### src/rtl/uart_rx.sv
// 8N1 UART receiver: samples the line at mid-bit using a prescale*8 bit period
// and delivers each received word on an AXI4-Stream master port.
module uart_rx #(
    parameter int DATA_WIDTH = 8
) (
    input  logic                  clk,
    input  logic                  rst,
    output logic [DATA_WIDTH-1:0] output_axis_tdata,
    output logic                  output_axis_tvalid,
    input  logic                  output_axis_tready,
    input  logic                  rxd,
    output logic                  busy,
    output logic                  overrun_error,
    output logic                  frame_error,
    input  logic [15:0]           prescale
);

    localparam int CNT_W = $clog2(DATA_WIDTH + 3);
    localparam logic [CNT_W-1:0] START_CNT = CNT_W'(DATA_WIDTH + 2);
    localparam logic [CNT_W-1:0] STOP_CNT  = CNT_W'(1);

    typedef enum logic [1:0] {
        IDLE     = 2'd0,
        RECV     = 2'd1,
        ERR_WAIT = 2'd2
    } state_t;

    state_t                state_q;
    logic                  rxd_q;
    logic [CNT_W-1:0]      bit_cnt_q;
    logic [18:0]           presc_cnt_q;
    logic [15:0]           presc_q;
    logic [DATA_WIDTH-1:0] shift_q;
    logic [DATA_WIDTH-1:0] tdata_q;
    logic                  tvalid_q;
    logic                  busy_q;
    logic                  overrun_q;
    logic                  frame_err_q;

    // Half a bit period: lands the start-bit check in the middle of the start bit.
    function automatic logic [18:0] half_bit(input logic [15:0] p);
        return {1'b0, p, 2'b00} - 19'd1;
    endfunction

    function automatic logic [18:0] full_bit(input logic [15:0] p);
        return {p, 3'b000} - 19'd1;
    endfunction

    function automatic logic [DATA_WIDTH-1:0] shift_in(input logic [DATA_WIDTH-1:0] s,
                                                       input logic b);
        logic [DATA_WIDTH-1:0] r;
        r = s >> 1;
        r[DATA_WIDTH-1] = b;
        return r;
    endfunction

    always_ff @(posedge clk) begin
        if (rst) begin
            state_q     <= IDLE;
            rxd_q       <= 1'b1;
            bit_cnt_q   <= '0;
            presc_cnt_q <= '0;
            tdata_q     <= '0;
            tvalid_q    <= 1'b0;
            busy_q      <= 1'b0;
            overrun_q   <= 1'b0;
            frame_err_q <= 1'b0;
        end else begin
            rxd_q       <= rxd;
            overrun_q   <= 1'b0;
            frame_err_q <= 1'b0;

            if (tvalid_q && output_axis_tready) begin
                tvalid_q <= 1'b0;
            end

            case (state_q)
                IDLE: begin
                    if (!rxd_q) begin
                        presc_q     <= prescale;
                        presc_cnt_q <= half_bit(prescale);
                        bit_cnt_q   <= START_CNT;
                        busy_q      <= 1'b1;
                        state_q     <= RECV;
                    end
                end

                RECV: begin
                    if (presc_cnt_q != 19'd0) begin
                        presc_cnt_q <= presc_cnt_q - 19'd1;
                    end else if (bit_cnt_q == START_CNT) begin
                        if (rxd_q) begin
                            // Glitch shorter than half a bit: not a real start.
                            bit_cnt_q <= '0;
                            busy_q    <= 1'b0;
                            state_q   <= IDLE;
                        end else begin
                            presc_cnt_q <= full_bit(presc_q);
                            bit_cnt_q   <= bit_cnt_q - CNT_W'(1);
                        end
                    end else if (bit_cnt_q == STOP_CNT) begin
                        bit_cnt_q <= '0;
                        if (rxd_q) begin
                            tdata_q   <= shift_q;
                            tvalid_q  <= 1'b1;
                            overrun_q <= tvalid_q && !output_axis_tready;
                            busy_q    <= 1'b0;
                            state_q   <= IDLE;
                        end else begin
                            frame_err_q <= 1'b1;
                            state_q     <= ERR_WAIT;
                        end
                    end else begin
                        shift_q     <= shift_in(shift_q, rxd_q);
                        presc_cnt_q <= full_bit(presc_q);
                        bit_cnt_q   <= bit_cnt_q - CNT_W'(1);
                    end
                end

                ERR_WAIT: begin
                    // A held-low (break) line must not re-trigger reception.
                    if (rxd_q) begin
                        busy_q  <= 1'b0;
                        state_q <= IDLE;
                    end
                end

                default: begin
                    bit_cnt_q <= '0;
                    busy_q    <= 1'b0;
                    state_q   <= IDLE;
                end
            endcase
        end
    end

    assign output_axis_tdata  = tdata_q;
    assign output_axis_tvalid = tvalid_q;
    assign busy               = busy_q;
    assign overrun_error      = overrun_q;
    assign frame_error        = frame_err_q;

endmodule

### config.mk
export PLATFORM = sky130hd
export DESIGN_NAME = uart_rx
export DESIGN_NICKNAME = d
export VERILOG_FILES = /design/src/rtl/uart_rx.sv
export SDC_FILE = /design/constraint.sdc
export NUM_CORES = 1
export LEC_CHECK = 0
export ABC_AREA = 1
export BUFFER_PORTS_ARGS = -buffer_cell sky130_fd_sc_hd__buf_2
export CORE_ASPECT_RATIO = 0.6
export CORE_MARGIN = 10
export CORE_UTILIZATION = 58
export CTS_CLUSTER_DIAMETER = 80
export DETAILED_ROUTE_END_ITERATION = 6
export PLACE_DENSITY = 0.86
export SETUP_SLACK_MARGIN = 0.1
export SYNTH_ARGS = -nofsm -noshare
export SYNTH_HDL_FRONTEND = slang
export SYNTH_SLANG_ARGS = --single-unit
export TNS_END_PERCENT = 20
### constraint.sdc
create_clock -name clk -period 2.8 [get_ports clk]
set_input_delay 0.14 -clock clk [delete_from_list [all_inputs] [get_ports clk]]
set_output_delay 0.14 -clock clk [all_outputs]
set_load 0.1 [all_outputs]
==> results.ini <==
[placement]
dp_hpwl_mm = 7.74
port_buffers = 31
place_congestion = 0.958

[sta]
fmax_ghz = 0.425
rsz0062_at_grt = false
fin_crit_ns = 2.35
fin_crit_sh = 0.840
setup_viol = 0
slew_violations = 0
relSlewSlack = 0.446
skew_ns = 0.0111
hold_viol = 0
fin_setup_tns_ns = 0
tightestPinTransition_ns = 0.830

[floorplanning]
start_util = 0.610
die_area_mm2 = 0.0103
row_count = 22
core_mm2 = 0.00622
dieWidth_um = 124
fp.dieH_um = 82.7
io_pins = 32

[route]
via_per_inst = 5.87
vias = 3799
ant_nets = 0
drc = 10
wirelength_mm = 10.6
wl_per_cell_um = 16.3
drtIter0Drc = 504
dr.pass1.iters = 7

[cts]
clock_sinks = 62
clk_latency_ns = 0.36
h-tree-depth = 3
cts.repair.resized = 0
clk_path_buf_depth = 2
clkTransAtPathRegs_ns = 0.08
cts_tree = done
cts_made_buffers = 9
cts_root_buf = clkbuf_8

[logic_synthesis]
ys_async_sr_fraction = 0
synth.avg_cell_area_um2 = 7.27
yosysMostFrequentCell = nor2_1
ys.flop_type = dfxtp_1
synth_top_cell_by_area = dfxtp_1
synth.net_count = 553
yosysWarnings = 0
synth_edf_count = 24
synth_cell_types = 40
synth_area_mm2 = 0.00380
synth.area.top_cells = dfxtp_1 20%, edfxtp_1 19%, nor2_1 10%, nand2_1 9.5%, o21ai_0 5.0%
synth_top_area_frac = 0.200
syn_inst = 522
synth_common_cells = 101 x nor2_1, 96 x nand2_1, 48 x inv_1, 38 x dfxtp_1, 38 x o21ai_0
synth_seq_cells = 62
seq_area_frac_synth = 0.390

[global_routing]
antenna_found_initial = 0
grt_pass1_vias = 3454
grt_max_degree = 30
gr-usage-all-layers = 0.203
grt_pass1_wl_mm = 17.0
grt-ovfl-total = 0

[finish]
utilization = 0.688
fin_nets = 589
drive_gt1_frac = 0.131
n_antenna_cell = 0
seqCellArea_mm2 = 0.00148
area_growth_pct = 12.7
nFillCells = 527
multiInputGateArea_mm2 = 0.00205

[worst_hold_path]
hold_path_class = input pin to flop

[critical_path]
cp.arrival_ns = 2.59
critical_path_class = flop to flop
worstPathRequired_ns = 3.04
crit_fanout = 21
start_kind = flop
end_kind = flop
ff2ff_setup_slack_ns = 0.45

[power_and_ir_drop]
p_int_mw = 2.25
switchingPower_mw = 1.94
p_leak_nw = 1.84
peakVddDrop_mv = 0.596
pwr-share-seq = 0.311
p_clk_frac = 0.214
switching_share = 0.462
pwr-share-comb = 0.475
power_density_mw_per_mm2 = 979

[run_status]
status = finished, violations left
violations = DRC

[run]
cap_violations = 0

==> stage by stage <==
stage | instance area (µm²) | setup slack [ns] | hold WS, ns | cells | power [mW]
detailed placement | 4020 | 0.511 | 0.332 | 627 | 3.22
global placement | 4020 | 0.686 | 0.326 | 627 | 3.15
CTS | 4280 | 0.497 | 0.00191 | 647 | 4.12
finish | 4280 | 0.448 | 0.00887 | 647 | 4.19
floorplan | 3800 | 0.568 | 0.239 | 522 | 2.78
global route | 4280 | 0.260 | 0.00912 | 647 | 4.47
==> power by group through the flow <==
stage / combinational, mW / sequential [mW] / clock (mW)
2_1_floorplan: 1.47 / 1.31 / 0
3_3_place_gp: 1.85 / 1.30 / 0
3_5_place_dp: 1.91 / 1.31 / 0
4_1_cts: 1.92 / 1.29 / 0.904
5_1_grt: 2.20 / 1.33 / 0.943
6_report: 1.99 / 1.30 / 0.896
==> path summary, 6_finish.rpt <==
check	start	cells after the start	end
worst max register to register	presc_cnt_q[0]	11	presc_cnt_q[8]
worst min register to register	shift_q[7]	0	shift_q[6]
worst max-delay path	presc_cnt_q[0]	11	presc_cnt_q[8]
worst min-delay path	prescale[8]	1	presc_q[8]
==> kinds of logic (layout without fill, tap and decap cells) <==
kind of cell | after synthesis | count (layout) | synth area share
AO/OA/AOI/OAI | 94 | 94 | 0.136
flip-flops | 62 | 62 | 0.390
AND/OR/NAND/NOR | 263 | 263 | 0.306
XOR/XNOR | 26 | 26 | 0.0600
adder cells (fa/ha/maj) | 11 | 11 | 0.0362
buffers and inverters | 66 | 107 | 0.0715
==> flip-flops by register name, indices dropped and copies added, names as in the netlist <==
register	count
bit_cnt_q	4
busy	1
frame_error	1
output_axis_tdata	8
output_axis_tvalid	1
overrun_error	1
presc_cnt_q	19
presc_q	16
rxd_q	1
shift_q	8
state_q	2
==> worst max-delay path, stage by stage, from the launching register on <==
cell	delay, ns
dfxtp_1	0.33
inv_1	0.20
ha_1	0.19
nand2_1	0.09
nor2_4	0.14
nand3_4	0.25
inv_4	0.28
nand2_4	0.07
nand2_4	0.19
inv_2	0.21
o21ai_0	0.23
a21oi_1	0.06
==> layer usage <==
layer,vias up,share of wire,GRT usage
li1,1784,-,-
met1,1772,0.45,0.276
met2,220,0.42,0.300
met3,23,0.12,0.0649
met4,0,0.016,0.0637
met5,-,0,0
==> layout by cell type, fill, tap and decap left out, types with 3 or more instances in the layout <==
cell type	instances
o21ai_1	4
nor2_1	101
xor2_1	17
edfxtp_1	24
buf_4	4
ha_1	11
nor3_1	6
inv_1	48
o31ai_1	3
xnor2_1	9
inv_2	3
nand4_1	6
o211ai_1	4
nand3_1	32
or2_2	5
buf_2	31
o21ai_0	38
a21oi_1	36
nor2_2	3
dlygate4sd3_1	4
dfxtp_1	38
clkbuf_8	9
nand2_1	96
==> what timing repair did <==
item / in CTS / in global routing
hold buffers: 4 / 0
hold endpoints to repair: 4 / 0
buffers inserted: 0 / 0
==> final cells by class <==
cell class | instances | share of cell area
multi-input combinational | 394 | 0.479
clock buffer | 9 | 0.0289
tap | 84 | 0.0246
inverter | 52 | 0.0462
timing repair buffer | 39 | 0.0526
clock inverter | 7 | 0.0225
sequential | 62 | 0.346
Power figures use the tool's default switching activity.
